**config.mk**
```make
export PLATFORM = sky130hd
export DESIGN_NAME = pw_boot_loader
export DESIGN_NICKNAME = d
export VERILOG_FILES = /design/src/rtl/pw_boot_loader.sv
export SDC_FILE = /design/constraint.sdc
export NUM_CORES = 1
export LEC_CHECK = 0
export CORE_MARGIN = 1
export CORE_UTILIZATION = 57
export DETAILED_ROUTE_END_ITERATION = 10
export DONT_BUFFER_PORTS = 1
export PLACE_DENSITY = 0.75
export SYNTH_ARGS = -nofsm -noshare
export SYNTH_HDL_FRONTEND = slang
export SYNTH_SLANG_ARGS = --single-unit
export TNS_END_PERCENT = 50
```
**constraint.sdc**
```tcl
create_clock -name Clk -period 1.96 [get_ports Clk]
set_input_delay 0.392 -clock Clk [delete_from_list [all_inputs] [get_ports Clk]]
set_output_delay 0.392 -clock Clk [all_outputs]
set_load 0.02 [all_outputs]
```
**src/rtl/pw_boot_loader.sv**
```systemverilog
// Program loader: takes a framed image (LEN_HI, LEN_LO, data, CHK) from a byte stream, writes it to RAM, then hands the bus to the CPU.
// Latency: a data byte accepted at edge n is written during cycle n+1; CPUEn/Error rise the cycle after CHK is accepted; the RUN bus path is combinational.
// Backpressure: RxReady is high while loading (one byte per cycle), and low in RUN, in ERR and until the first edge after reset release.
module pw_boot_loader #(
    parameter logic [15:0] LOAD_BASE = 16'h0000
) (
    input  logic        Clk,
    input  logic        RstN,
    input  logic [7:0]  RxData,
    input  logic        RxValid,
    output logic        RxReady,
    input  logic [15:0] CpuAdr,
    input  logic [7:0]  CpuData,
    input  logic        CpuLd,
    input  logic        CpuWrt,
    output logic        CPUEn,
    output logic [15:0] MemAdr,
    output logic [7:0]  MemWData,
    output logic        MemWe,
    output logic        MemRe,
    output logic        Busy,
    output logic        Error
);

    typedef enum logic [2:0] {
        IDLE,
        LEN,
        DATA,
        CHK,
        RUN,
        ERR
    } state_t;

    // One registered RAM write; cleared to zero whenever no write is pending.
    typedef struct packed {
        logic [15:0] adr;
        logic [7:0]  dat;
    } wrReq_t;

    state_t      state;
    state_t      stateNext;
    logic        loadRdy;
    logic        readyEn;
    logic        xfer;
    logic [7:0]  lenHi;
    logic [15:0] byteCnt;
    logic [15:0] wrAdr;
    logic [7:0]  acc;
    logic        wrPend;
    wrReq_t      wrReq;

    assign RxReady = loadRdy & readyEn;
    assign xfer    = RxValid & RxReady;

    // Next-state logic and per-state stream readiness.
    always_comb begin
        stateNext = state;
        loadRdy   = 1'b0;
        case (state)
            IDLE: begin
                loadRdy = 1'b1;
                if (xfer) stateNext = LEN;
            end
            LEN: begin
                loadRdy = 1'b1;
                if (xfer) stateNext = ({lenHi, RxData} == 16'd0) ? CHK : DATA;
            end
            DATA: begin
                loadRdy = 1'b1;
                if (xfer && byteCnt == 16'd1) stateNext = CHK;
            end
            CHK: begin
                loadRdy = 1'b1;
                if (xfer) stateNext = (RxData == acc) ? RUN : ERR;
            end
            RUN:     stateNext = RUN;
            ERR:     stateNext = ERR;
            default: stateNext = IDLE;
        endcase
    end

    // State register; readyEn holds RxReady low until the first edge after reset release.
    always_ff @(posedge Clk or negedge RstN) begin
        if (!RstN) begin
            state   <= IDLE;
            readyEn <= 1'b0;
        end else begin
            state   <= stateNext;
            readyEn <= 1'b1;
        end
    end

    // Frame datapath: length capture, byte counter, write address and running checksum.
    always_ff @(posedge Clk or negedge RstN) begin
        if (!RstN) begin
            lenHi   <= 8'h00;
            byteCnt <= 16'h0000;
            wrAdr   <= 16'h0000;
            acc     <= 8'h00;
        end else if (xfer) begin
            case (state)
                IDLE: lenHi <= RxData;
                LEN: begin
                    byteCnt <= {lenHi, RxData};
                    wrAdr   <= LOAD_BASE;
                    acc     <= 8'h00;
                end
                DATA: begin
                    byteCnt <= byteCnt - 16'd1;
                    wrAdr   <= wrAdr + 16'd1;
                    acc     <= acc + RxData;
                end
                default: ;
            endcase
        end
    end

    // Write register: each accepted data byte becomes exactly one MemWe cycle on the next cycle.
    always_ff @(posedge Clk or negedge RstN) begin
        if (!RstN) begin
            wrPend <= 1'b0;
            wrReq  <= '0;
        end else if (xfer && state == DATA) begin
            wrPend    <= 1'b1;
            wrReq.adr <= wrAdr;
            wrReq.dat <= RxData;
        end else begin
            wrPend <= 1'b0;
            wrReq  <= '0;
        end
    end

    // Bus ownership: CPU passes straight through in RUN, otherwise the loader's write register drives RAM.
    always_comb begin
        MemAdr   = wrReq.adr;
        MemWData = wrReq.dat;
        MemWe    = wrPend;
        MemRe    = 1'b0;
        if (state == RUN) begin
            MemAdr   = CpuAdr;
            MemWData = CpuData;
            MemWe    = CpuWrt;
            MemRe    = CpuLd;
        end
    end

    assign CPUEn = (state == RUN);
    assign Error = (state == ERR);
    assign Busy  = (state == LEN) || (state == DATA) || (state == CHK) ||
                   ((state == IDLE) && wrPend);

endmodule

```
==> impl_metrics.csv, run 1 <==
group,metric,value,unit
status,status,"finished with violations",
status,violations,"negative hold slack, negative setup slack",
timing,rsz0062_at_grt,"yes",
synth,syn_inst,412,
timing,slew_violations,0,
worst_setup_path,max_stage_delay,0.43,ns
global_routing,antenna_found_initial,0,
route,wl_per_cell,19.70,um
final_layout,final_common_cell,"dfrtp_1",
die,die_h,87.10,um
global_routing,grt_max_degree,78,
final_layout,n_antenna_cell,0,
placed_design,io_buffers,0,
die,dieWidth,87.10,um
global_routing,grtUsageTotal,29.35,%
cts,cts-buffers-inserted,9,
route,dr.first_iter.drc_count,397,
worst_setup_path,critPathTopFamily,"flip-flops",
worst_setup_path,cp_cell_sequence,"nor3_4 > buf_6 > buf_12 > mux2_4",
timing,finalCriticalPeriod,2.066,ns
synth,synth_edf_count,0,
worst_setup_path,crit_slowest_cell,"dfrtp_1",
synth,yosys-top-cells-area,"dfrtp_1, mux2_1, and3_1",
pwr,peakVddDrop,0.0006524,V
synth,async_flop_share,100.0,%
route,vias_per_cell,6.433,
run,max_cap_viol_count,0,
final_layout,area_growth,18.79,%
cts,cts_buffer_depth,2,
global_routing,grt_pass1_vias,3293,
die,placement_rows,30,
synth,syn_avg_cell_area,10.02,um2
worst_setup_path,cp-end-kind,"output port",
route,drc,0,
timing,setup_violations,25,
worst_setup_path,critical_path.n_buffers_inverters,2,
pwr,power_density,1318,mW/mm2
worst_setup_path,cp_max_fo,7,
synth,synth_cell_types,57,
worst_setup_path,crit_required,1.57,ns
global_routing,grt_pass1_wl,16.78,mm
cts,cts_tree,"yes",
global_routing,met3_usage,6.066,%
die,coreArea,0.006907,mm2
final_layout,final_cell_mix,"dfrtp_1, mux2_4, nand2_1, a21oi_1, buf_4",
timing,fin_crit_sh,105.4,%
cts,clock_latency,0.35,ns
timing,tightestPinTransition,0.5164,ns
timing,setup_ws,-0.1056,ns
global_routing,grt_busiest_layer,"met2",
final_layout,drive_above_1_share,24.66,%
die,dieArea,0.007586,mm2
synth,synth_ff_type,"dfrtp_1",
die,start_util,59.76,%
synth,synth_top_cell_by_area,"dfrtp_1",
cts,root_buffer,"clkbuf_8",
synth,synthesis.area,0.004128,mm2
route,antenna_left,0,
synth,synth_top_area_share,46.68,%
route,num_vias,3435,
timing,fin_skew,0.01086,ns
final_layout,final_core_util,71.00,%
synth,synth_nets,460,
synth,yosysWarningCount,0,
pwr,leakage,2.241,nW
route,wl,10.52,mm
final_layout,nNetsFinal,481,
global_routing,grt.overflow.total,0,
synth,synth-seq-cells,77,
placed_design,dp_hpwl,6.886,mm
worst_setup_path,cp.arrival,1.67,ns
die,pin_count,67,
timing,hold_viol,77,
pwr,power,6.464,mW
cts,h-tree-depth,3,
cts,clkSlewWorstSetupHoldPaths,0.08,ns
route,first_pass_iters,5,
timing,slew_headroom,65.31,%
global_routing,grtUsageMet2,45.24,%
timing,clock.fmax,484.1,MHz
cts,clkSinkCount,77,
synth,seq_area_frac_synth,46.68,%
timing,timing.hold.ws,-0.2723,ns
worst_setup_path,startpoint_type,"register",
hold_path,hold_class,"input port to async pin",
worst_setup_path,path_class,"register to output port",
global_routing,use_met1,41.26,%
placed_design,gp_congestion,0.9060,
-- logic make-up after synthesis --
kind of cell | synth area share, %
simple gates | 18.04
compound gates | 17.52
flops | 46.68
buf+inv | 3.910
mux | 8.973
fa+ha+maj | 3.516
xor+xnor | 1.273
other cells | 0.09085
-- worst paths after layout --
kind | startpoint | to | slack [ns] | depth (start not counted)
min | RstN | lenHi[1]$_DFFE_PN0P_ | -0.27 | 0
min reg2reg | acc[2]$_DFFE_PN0P_ | acc[2]$_DFFE_PN0P_ | 0.50 | 2
min in group Clk | RxData[3] | lenHi[3]$_DFFE_PN0P_ | 0.19 | 1
max reg2reg | state[0]$_DFFE_PN0P_ | byteCnt[12]$_DFFE_PN0P_ | 0.01 | 8
max in group asynchronous | RstN | acc[1]$_DFFE_PN0P_ | 2.08 | 0
max | state[1]$_DFFE_PN0P_ | MemWData[0] | -0.11 | 4
-- power by group --
group          total (mW)  internal (mW)  switching (mW)  leakage, nW
registers            2.35           1.94           0.414         1.02
logic                2.51           1.14            1.36         1.09
clock network        1.61          0.984           0.622        0.130
-- cells in the mapped netlist (7+ instances only) --
library cell / instances
dfrtp_1: 77
a21oi_1: 26
nand2_1: 26
and3_1: 24
nor2_1: 23
o21ai_1: 22
o21ai_0: 21
mux2_1: 19
buf_2: 15
mux2_2: 13
nand3_1: 12
ha_1: 10
nor3_1: 10
inv_1: 9
nand4_1: 9
a31oi_1: 8
nor4_1: 7
-- area by class of cell --
| type | count | area, um2 |
|---|---|---|
| fill | 525 | 2003 |
| inverter | 12 | 48.80 |
| clock inverter | 7 | 145.1 |
| multi-input combinational | 300 | 2185 |
| tap | 96 | 120.1 |
| clock buffer | 9 | 123.9 |
| sequential | 77 | 1928 |
| timing repair buffer | 33 | 352.8 |
-- registers in the layout (all words and copies together) (netlist names) --
signal,cells
acc,8
byteCnt,16
lenHi,8
readyEn,1
state,3
wrAdr,16
wrPend,1
wrReq,24
-- what timing repair did --
item                       CTS  global route
setup endpoints to repair   26            58
hold endpoints to repair    77            77
pin swaps                    1             1
cloned                       3             0
gates resized for setup     53            10
setup buffers                6             0
-- per-layer routing --
metal,vias up,share of wire (%)
met1,1688,45
met4,0,1.8
met2,158,47
met5,-,0
li1,1568,-
met3,21,6.8
-- stage by stage --
step	area, um2	std cells	hold slack (ns)	TNS [ns]	worst slack (ns)
6_report	4903	534	-0.2723	-2.198	-0.1056
5_1_grt	4903	534	-0.2827	-4.375	-0.1684
4_1_cts	4858	534	-0.2811	-1.635	-0.07564
3_5_place_dp	4353	509	0.09783	-0.004033	-0.004033
3_3_place_gp	4353	509	0.09858	0	0.04675
2_1_floorplan	4130	412	0.09641	0	0.04615
-- worst reg2reg max path, cell delays in order (launching register included) --
cell     delay [ns]
dfrtp_1        0.42
buf_4          0.17
nor2b_2        0.24
buf_4          0.19
nand2_2        0.16
buf_4          0.21
nor3_1         0.24
a21oi_1        0.08
o22ai_1        0.14
Power figures use the tool's default switching activity.
==> inputs of run 2 (changes only) <==
CORE_MARGIN = 5   (was 1)
==> impl_metrics.csv, run 2 (synthesized netlist as in run 1, its figures left out) <==
group,metric,value,unit
placed_design,dp_hpwl,6.865,mm
hold_path,hold_class,"input port to async pin",
timing,tightestPinTransition,0.5119,ns
pwr,peakVddDrop,0.0005872,V
timing,fin_skew,0.01260,ns
timing,rsz0062_at_grt,"yes",
status,violations,"negative hold slack, negative setup slack",
route,dr.first_iter.drc_count,295,
route,highest_layer,"met4",
global_routing,antenna_found_initial,1,
route,wl_per_cell,19.47,um
route,dr_wl_met2,5.059,mm
pwr,pwr-share-clk,19.8,%
route,num_vias,3370,
die,coreArea,0.007137,mm2
route,drc,0,
timing,clock.fmax,490.8,MHz
route,antenna_left,0,
pwr,swShare,40.28,%
placed_design,dp_cells,510,
timing,hold_viol,77,
final_layout,final_common_cell,"dfrtp_1",
global_routing,grt_pass1_vias,3354,
final_layout,reg_top3,"wrReq (24), byteCnt (16), wrAdr (16)",
cts,h-tree-depth,3,
die,dieWidth,95.10,um
pwr,intPower,3.516,mW
cts,cts_buffer_depth,2,
global_routing,grt.overflow.total,0,
pwr,p_switching,2.372,mW
timing,setup_violations,25,
die,start_util,57.84,%
final_layout,final-seq-area,0.001929,mm2
route,route.met3.wl,846,um
cts,clkSinkCount,77,
final_layout,top_register,"wrReq",
route,wl_met1,4.305,mm
cts,clkSlewWorstSetupHoldPaths,0.10,ns
timing,finalCriticalPeriod,2.037,ns
worst_setup_path,cp_max_fo,12,
timing,slew_violations,0,
timing,timing.hold.ws,-0.2842,ns
worst_setup_path,path_class,"register to output port",
final_layout,final_core_util,67.13,%
placed_design,io_buffers,0,
worst_setup_path,cp.arrival,1.65,ns
pwr,power_frac_seq,39.4,%
global_routing,grt_max_degree,78,
worst_setup_path,cp-end-kind,"output port",
timing,fin_crit_sh,103.9,%
timing,setup_ws,-0.07729,ns
die,dieArea,0.009043,mm2
pwr,power_density,1229,mW/mm2
route,first_pass_iters,4,
cts,clock_latency,0.36,ns
placed_design,pre_cts_ws,0.02228,ns
run,max_cap_viol_count,0,
global_routing,grt_pass1_wl,16.71,mm
final_layout,area_growth,16.07,%
placed_design,gp_congestion,0.8700,
final_layout,largest_register_ffs,24,
status,status,"finished with violations",
route,vias_per_cell,6.299,
final_layout,layoutNonFillerInstCount,535,
cts,cts-buffers-inserted,9,
worst_setup_path,crit_required,1.57,ns
final_layout,drive_above_1_share,24.60,%
timing,slew_headroom,65.61,%
die,placement_rows,31,
final_layout,multi_input_area,0.002192,mm2
route,wl,10.41,mm
worst_setup_path,startpoint_type,"register",
global_routing,grtUsageTotal,24.19,%
final_layout,final_cell_mix,"dfrtp_1, nand2_1, mux2_4, a21oi_1, buf_4",
final_layout,nNetsFinal,478,
pwr,comb_power_share,40.8,%
pwr,leakage,2.182,nW
cts,cts_tree,"yes",
die,pin_count,67,
cts,root_buffer,"clkbuf_8",
die,die_h,95.10,um
final_layout,num-fill-cells,559,
==> run 2: cell types whose count changed in the layout (fill, tap and decap cells not counted), moves of 2 or more <==
cell       change
clkinv_4       +2
nand2_2        -3
bufinv_16      -4
nand2_4        +2
==> run 2: path summary, 6_finish.rpt <==
| path | to | slack, ns | cells past startpoint | start |
|---|---|---|---|---|
| worst min-delay path | byteCnt[8]$_DFFE_PN0P_ | -0.28 | 0 | RstN |
| worst max-delay path | MemWe | -0.08 | 4 | state[1]$_DFFE_PN0P_ |
| worst min register to register | byteCnt[14]$_DFFE_PN0P_ | 0.49 | 2 | byteCnt[14]$_DFFE_PN0P_ |
| min in group Clk | lenHi[3]$_DFFE_PN0P_ | 0.18 | 1 | RxData[3] |
| max in group asynchronous | state[2]$_DFFE_PN0P_ | 2.15 | 0 | RstN |
| worst max register to register | acc[7]$_DFFE_PN0P_ | 0 | 6 | acc[4]$_DFFE_PN0P_ |
==> run 2: critical path, stage by stage (launching register included) <==
cell and delay, ns:
dfrtp_1 0.41, nor3_4 0.21, buf_4 0.16, buf_16 0.15, mux2_4 0.35
==> run 2: what timing repair did <==
action	CTS	global route
hold endpoints to repair	77	77
gates resized for setup	55	10
endpoints found under the setup margin	25	41
buffers inserted	6	0
gates cloned	2	0
pin swaps	1	1
==> run 2: area by class of cell <==
type | instances | area share [%]
diodes | 1 | 0.05223
clock buffers | 9 | 2.586
clock inverters | 7 | 1.306
inverters | 12 | 1.045
multi-input cells | 300 | 45.76
flip-flops and latches | 77 | 40.27
well taps | 99 | 2.586
repair buffers | 30 | 6.399
==> run 2: through the flow <==
step / instance area (um2) / TNS (ns) / power (mW)
after CTS: 4741 / -1.858 / 5.794
after detailed placement: 4342 / 0 / 4.428
final: 4791 / -1.611 / 5.888
after floorplan: 4130 / 0 / 3.854
after global routing: 4791 / -3.164 / 6.246
after global placement: 4342 / 0 / 4.368
==> run 2: power groups by stage <==
stage	clock (mW)	combinational [mW]	sequential (mW)
after CTS	1.17	2.32	2.30
after detailed placement	0	2.08	2.35
final	1.16	2.40	2.32
after global placement	0	2.03	2.34
after global routing	1.25	2.63	2.37
after floorplan	0	1.65	2.21
==> run 2: layer usage <==
layer | up-vias | GRT usage, %
met5 | - | 0
met4 | 0 | 10.58
met3 | 22 | 5.130
met2 | 125 | 38.43
met1 | 1665 | 31.99
li1 | 1558 | -
==> inputs of run 3 (changes only) <==
HOLD_SLACK_MARGIN = 0.15   (was unset)
==> results of run 3 <==
Final layout, timing and power as in run 2 (identical DEF).
